File: src/rtl/mult4_dot_accum_pkg.sv
// Shared types and default widths for the dot-product accumulator stage.
package mult4_dot_accum_pkg;

  typedef enum logic [1:0] {
    IDLE = 2'd0,
    ACC  = 2'd1,
    HOLD = 2'd2
  } state_t;

  localparam int ACC_W_DEF = 12;
  localparam int CNT_W_DEF = 8;

endpackage

File: src/rtl/mult4_dot_accum_main.sv
// Combinational 4x4 unsigned multiplier core.
module main (
  input  logic [3:0] x,
  input  logic [3:0] y,
  output logic [7:0] o
);

  assign o = {4'b0000, x} * {4'b0000, y};

endmodule

File: src/rtl/mult4_dot_accum.sv
// Streaming dot-product stage: registers operand pairs into the 4x4 core,
// accumulates the products per packet and holds the packet result on a valid/ready port.
module mult4_dot_accum
  import mult4_dot_accum_pkg::*;
#(
  parameter int ACC_W = ACC_W_DEF,
  parameter int CNT_W = CNT_W_DEF
) (
  input  logic             clk,
  input  logic             rst_n,
  input  logic             in_valid,
  output logic             in_ready,
  input  logic [3:0]       in_x,
  input  logic [3:0]       in_y,
  input  logic             in_last,
  output logic             out_valid,
  input  logic             out_ready,
  output logic [ACC_W-1:0] out_sum,
  output logic [CNT_W-1:0] out_cnt,
  output logic             out_ovf
);

  logic [3:0]       x_p1, y_p1;
  logic             last_p1, vld_p1;
  logic [7:0]       prod_c;
  logic [7:0]       prod_p2;
  logic             last_p2, vld_p2;
  logic [ACC_W-1:0] acc;
  logic [CNT_W-1:0] cnt;
  logic             ovf;
  state_t           state, state_nxt;

  logic             blk, s1_adv, s2_adv, acc_fire, last_fire, consume;
  logic [ACC_W:0]   sum_wide;
  logic [ACC_W-1:0] sum_sat;
  logic [CNT_W-1:0] cnt_inc;
  logic             ovf_nxt;

  function automatic logic [ACC_W-1:0] sat_sum(input logic [ACC_W:0] w);
    return w[ACC_W] ? {ACC_W{1'b1}} : w[ACC_W-1:0];
  endfunction

  function automatic logic [CNT_W-1:0] sat_inc(input logic [CNT_W-1:0] c);
    return (&c) ? c : c + CNT_W'(1);
  endfunction

  // Only a last product waiting on an unconsumed result stalls the pipe.
  assign out_valid = (state == HOLD);
  assign consume   = out_valid && out_ready;
  assign blk       = vld_p2 && last_p2 && out_valid && !out_ready;
  assign s2_adv    = !blk;
  assign s1_adv    = !vld_p1 || s2_adv;
  assign in_ready  = s1_adv;
  assign acc_fire  = s2_adv && vld_p2;
  assign last_fire = acc_fire && last_p2;

  assign sum_wide = {1'b0, acc} + {{(ACC_W-7){1'b0}}, prod_p2};
  assign sum_sat  = sat_sum(sum_wide);
  assign cnt_inc  = sat_inc(cnt);
  assign ovf_nxt  = ovf | sum_wide[ACC_W];

  // S1: operand register
  always_ff @(posedge clk or negedge rst_n) begin
    if (!rst_n) begin
      x_p1    <= '0;
      y_p1    <= '0;
      last_p1 <= 1'b0;
      vld_p1  <= 1'b0;
    end else if (s1_adv) begin
      x_p1    <= in_x;
      y_p1    <= in_y;
      last_p1 <= in_last;
      vld_p1  <= in_valid;
    end
  end

  main u_core (
    .x (x_p1),
    .y (y_p1),
    .o (prod_c)
  );

  // S2: product register
  always_ff @(posedge clk or negedge rst_n) begin
    if (!rst_n) begin
      prod_p2 <= '0;
      last_p2 <= 1'b0;
      vld_p2  <= 1'b0;
    end else if (s2_adv) begin
      prod_p2 <= prod_c;
      last_p2 <= last_p1;
      vld_p2  <= vld_p1;
    end
  end

  // Accumulator and result registers; a last product empties the accumulator
  always_ff @(posedge clk or negedge rst_n) begin
    if (!rst_n) begin
      acc     <= '0;
      cnt     <= '0;
      ovf     <= 1'b0;
      out_sum <= '0;
      out_cnt <= '0;
      out_ovf <= 1'b0;
    end else if (acc_fire) begin
      if (last_p2) begin
        out_sum <= sum_sat;
        out_cnt <= cnt_inc;
        out_ovf <= ovf_nxt;
        acc     <= '0;
        cnt     <= '0;
        ovf     <= 1'b0;
      end else begin
        acc     <= sum_sat;
        cnt     <= cnt_inc;
        ovf     <= ovf_nxt;
      end
    end
  end

  always_ff @(posedge clk or negedge rst_n) begin
    if (!rst_n) state <= IDLE;
    else        state <= state_nxt;
  end

  always_comb begin
    state_nxt = state;
    case (state)
      IDLE: begin
        if (last_fire)     state_nxt = HOLD;
        else if (acc_fire) state_nxt = ACC;
      end
      ACC: begin
        if (last_fire) state_nxt = HOLD;
      end
      HOLD: begin
        // A last product only fires here when the held result is consumed.
        if (!last_fire && consume) state_nxt = IDLE;
      end
      default: state_nxt = IDLE;
    endcase
  end

endmodule

File: config.mk
export PLATFORM = sky130hd
export DESIGN_NAME = mult4_dot_accum
export DESIGN_NICKNAME = d
export VERILOG_FILES = /design/src/rtl/mult4_dot_accum_pkg.sv /design/src/rtl/mult4_dot_accum_main.sv /design/src/rtl/mult4_dot_accum.sv
export SDC_FILE = /design/constraint.sdc
export NUM_CORES = 1
export LEC_CHECK = 0
export BUFFER_PORTS_ARGS = -buffer_cell sky130_fd_sc_hd__buf_2
export CAP_MARGIN = 40
export CORE_MARGIN = 2
export CORE_UTILIZATION = 50
export CTS_CLUSTER_SIZE = 8
export DETAILED_ROUTE_END_ITERATION = 10
export HOLD_SLACK_MARGIN = 0.03
export PLACE_DENSITY = 0.66
export REMOVE_ABC_BUFFERS = 1
export SETUP_SLACK_MARGIN = 0.15
export SLEW_MARGIN = 20
export SYNTH_ARGS = -nofsm -noshare
export SYNTH_HDL_FRONTEND = slang
export SYNTH_HIERARCHICAL = 1
export SYNTH_SLANG_ARGS = --single-unit
File: constraint.sdc
create_clock -name clk -period 6.7 [get_ports clk]
set_input_delay 1.005 -clock clk [delete_from_list [all_inputs] [get_ports clk]]
set_output_delay 1.005 -clock clk [all_outputs]
set_load 0.005 [all_outputs]
# == After elaboration in Yosys (flattened, before gate mapping) ==
# Cells that the tools add are included.
# classes
reduce_logical,16
multipliers,1
eq_ne,5
n_addsub,2
n_bitwise,1
muxes,10
# op_table
cell,n
$mux 12,2
$mux 8,2
$add 12x8->13,1
$add 8x1->8 const B,1
$mul 4x4->8,1
$mux 2,4
$reduce_and 8->1,1
$logic_and 1x1->1,7
$pmux 2 s3,1
$logic_not 1->1,4
$ne 3x3->1 const B,1
$reduce_and 3->1,1
$eq 2x1->1 const B,1
$eq 2x2->1 const B,1
$logic_not 2->1,1
$ne 2x1->1 const B,1
$ne 2x2->1 const B,1
$reduce_and 2->1,1
$logic_or 1x1->1,1
$mux 1,1
$or 1x1->1,1
# word_totals
register_bits,64
output_inout_bits,23
inputBits,13
elab_cells,49

# == Logic depth before layout (Yosys ltp) ==
# depth
ltp_word,10
ltp_mapped,9
depth_no_buf,9

# == Hierarchy ==
# Netlist, hierarchy kept.
# by_module_without_submodules
mod,instances,cells_per_inst,area_each_um2,seq_area_each_um2
mult4_dot_accum,1,304,3188.1,1601.5
main,1,51,449.2,0.0

# == Least setup slack after synthesis ==
# No wires, ideal clock.
# synth_path
path_type,register to register
start,reg x_p1[0]
end,reg prod_p2[7]
synth_period_minus_slack_ns,2.784
n_path_buf,0
arrival_ns,2.660
setup_time_ns,0.125
t_required_ns,6.575
slack_ns,3.916
stages_incl_launch_ff,10
path_cell_list,dfrtp_1 nand2_1 fa_1 inv_1 fa_1 ha_1 a211oi_1 nor2_1 a211o_1 mux2_2
# synth_between
elab_chain_cells,1
# synth_lines
element,line,text
start: declaration,mult4_dot_accum.sv:23,"logic [3:0] x_p1, y_p1;"
start signal: assignment,mult4_dot_accum.sv:70,x_p1 <= in_x;
$mul 4x4->8,mult4_dot_accum_main.sv:8,"assign o = {4'b0000, x} * {4'b0000, y};"
named net prod_c[7],mult4_dot_accum.sv:25,logic [7:0] prod_c;
end signal: assignment,mult4_dot_accum.sv:90,prod_p2 <= prod_c;
end: declaration,mult4_dot_accum.sv:26,logic [7:0] prod_p2;
# The timed path passes the listed nets, and every way through them passes these cells.
# A chain may end at the register's enable or synchronous reset.

# == Worst setup path in the final report ==
# layout_path
start,in out_ready
end,out in_ready
# layout_between
elab_chain_cells,4
# layout_lines
element,line,text
start: declaration,mult4_dot_accum.sv:17,"input logic out_ready,"
$logic_not 1->1,mult4_dot_accum.sv:50,assign blk = vld_p2 && last_p2 && out_valid && !out_ready;
$logic_and 1x1->1,mult4_dot_accum.sv:50,
$logic_not 1->1,mult4_dot_accum.sv:51,assign s2_adv = !blk;
$logic_or 1x1->1,mult4_dot_accum.sv:52,assign s1_adv = !vld_p1 || s2_adv;
end: declaration,mult4_dot_accum.sv:12,"output logic in_ready,"
# No other way between the ends.

==> reports/summary.txt <==
Starting density of the core - 0.510
Finished layout cell area - 0.00411 mm2
Cell Area, Synth - 0.00364 mm2
Slew Limit Fails - 0
Commonest non-fill, non-tap cell in the layout - dfrtp_1
Post CTS Setup Buffer Count - 0
Endpoint of the worst hold path - out_sum[10]
Final-layout worst hold slack - 0.472 ns
Met2 wire len - 3140 um
Die Span X - 89.3 um
Number of search-and-repair iterations in the first detailed-routing pass - 4
Largest cells by area after synthesis - dfrtp_1 (44%), ha_1 (7.2%), nand2_1 (4.9%), o21ai_0 (4.0%), a21oi_1 (3.6%)
Fraction of layout instances using a drive strength above 1 - 0.215
Total number of vias - 2672
Yosys warns - 6
Final layout net count - 429
Worst-case vdd ir drop - 0.123 mV
Count of endpoints failing hold in the final timing report - 0
DRT met1 WL - 3220 um
Standby leakage power - 0.00199 uW
R2r endpoint - prod_p2[7]
Critical Path Start Type - input pin
Wire length of the first global-routing pass - 11300 um
HPWL after DPL - 4790 um
Post-synthesis sequential element count - 64
Area growth syn-to-layout - 13.1%
Crit Path Category - input pin to output port
Crit-path max FO - 11
Pre-CTS worst setup slack - 3.38 ns
Wire length per cell - 13.7 um
Share of the synthesized area in the top cell type - 0.440
Critical path required time - 5.69 ns
Clock Path Buffers - 2
# rows - 31
HP Class - flip-flop to flip-flop
Die Outline Area - 0.00797 mm2
1st-iter DRT viols - 115
Diodes inserted - 0
Clock tree from TritonCTS - done
Max_cap viols - 0
Number of buffers added on ports - 35
Cell depth of the worst min-delay path - 2
Startpoint of the worst register-to-register path - y_p1[3]
Skew final - 0.00920 ns
Combined global-route utilization of all metal layers - 0.185
Power per unit of standard cell area - 305 mW/mm2
Mean instance size in the synthesized netlist - 10.2 um2
Slew headroom - 0.529
Detail Route Antenna Nets - 0
Cell chosen for the clock root - clkbuf_8
Clk_lat worst skew - 0.34 ns
Number of flops mapped to enable cells by yosys - 0
Library cell occupying the most area in the post-synthesis netlist - dfrtp_1
Placed cell area - 0.00387 mm2
Antenna violations before repair - 0
DR vias/cell - 5.41
Post-route fraction of the period consumed by the critical path - 0.492
Transition time at the pin with the least slew margin - 0.704 ns
Total clock buffers created by CTS - 9
Count of hold-fix buffers inserted at cts - 0
Most used DFF post-synth - dfrtp_1
Number of global-route vias before repair - 2392
Type of element capturing the critical path - output port
DR top layer - met4
Proportion of register bits with asynchronous set or reset after synthesis - 1.00
Signal arrival time at the worst endpoint - 2.29 ns
Result of the run - finished, final reports clean
RD Place Congestion - 0.819
Commonest non-fill, non-tap cells in the layout - dfrtp_1 (64), nand2_1 (47), buf_2 (35), o21ai_0 (29), a21oi_1 (26)
Startpoint of the worst hold path - out_sum[10]
Post-route minimum period - 3.29 ns
Maximum clock frequency - 0.304 GHz
Sequential share of the synthesized area - 0.440
Setup-failing EPs final - 0
CTS clock-pin slew for the worst setup and hold paths - 0.06 ns
Die Ht - 89.3 um
Unrepaired setup endpoints after global routing - false
DRC - 0
Overall overflow remaining after global route - 0
I/O pin total - 36
Clock sinks - 64
Level count of the clock H-tree - 3
Aggregate routed wire length - 6780 um
Final worst-path setup slack - 3.41 ns
Register-to-register path setup slack - 3.77 ns
Maximum number of pins on one net before global-route repair - 65
Number of resized instances in the post-cts repair step - 0
R2R depth - 9
Number of instances in the synthesized netlist - 355
Synth cell types - 58
Area of the core - 0.00714 mm2
Setup tns final - 0 ns
Met3 wirelength from detailed routing - 280 um
-- sequential cells by signal, summed over array words and instances (netlist names), 2 cells and up --
name     flops
acc         12
out_sum     12
cnt          8
out_cnt      8
prod_p2      8
x_p1         4
y_p1         4
state        2
-- critical path: stages --
cell	delay, ns
buf_2	0.11
or3b_4	0.42
nor2_4	0.27
nand2_2	0.27
buf_2	0.21
-- how the worst max path moves through the flow --
stage / cells past startpoint / to / from
2_1_floorplan: 3 / in_ready / out_ready
3_3_place_gp: 5 / in_ready / out_ready
3_5_place_dp: 5 / in_ready / out_ready
4_1_cts: 5 / in_ready / out_ready
5_1_grt: 5 / in_ready / out_ready
6_report: 5 / in_ready / out_ready
-- cells by family after synthesis --
logic type / Yosys count / synth area share
adder cells (fa/ha/maj): 26 / 0.0998
AND/OR/NAND/NOR: 119 / 0.167
XOR/XNOR: 10 / 0.0241
buffers and inverters: 18 / 0.0275
flip-flops: 64 / 0.440
multiplexers: 21 / 0.0722
AO/OA/AOI/OAI: 97 / 0.169
-- cells in the mapped netlist (6+ instances only) --
master	count
mux2_2	10
dfrtp_1	64
nor2_1	16
a21oi_1	26
and2_1	13
nand2_1	47
mux2_4	8
o21ai_0	29
nand2b_1	6
nand3_1	7
ha_1	21
buf_2	8
o31ai_1	9
-- per-stage QoR --
stage          utilization  instances  total power, uW
2_1_floorplan            -        340              786
3_3_place_gp         0.541        476              892
3_5_place_dp         0.543        477              905
4_1_cts              0.572        493             1270
5_1_grt              0.576        494             1340
6_report             0.576        494             1250
-- power by group --
part	internal (uW)	total [uW]	switching, uW
registers	457	510	52.4
clock network	208	355	147
logic	171	389	218
-- per-layer routing --
metal	track usage	vias up
met4	0.0733	0
met1	0.252	1260
li1	-	1349
met3	0.0434	12
met2	0.288	51
met5	0	-
-- final cells by class --
cell class / count / area (um2)
fillers: 661 / 3020
multi-input cells: 273 / 1940
flip-flops and latches: 64 / 1600
repair buffers: 39 / 229
clock buffers: 10 / 128
well taps: 99 / 124
clock inverters: 6 / 83.8
inverters: 3 / 11.3
Note: power is estimated with default switching activity, not from simulation.
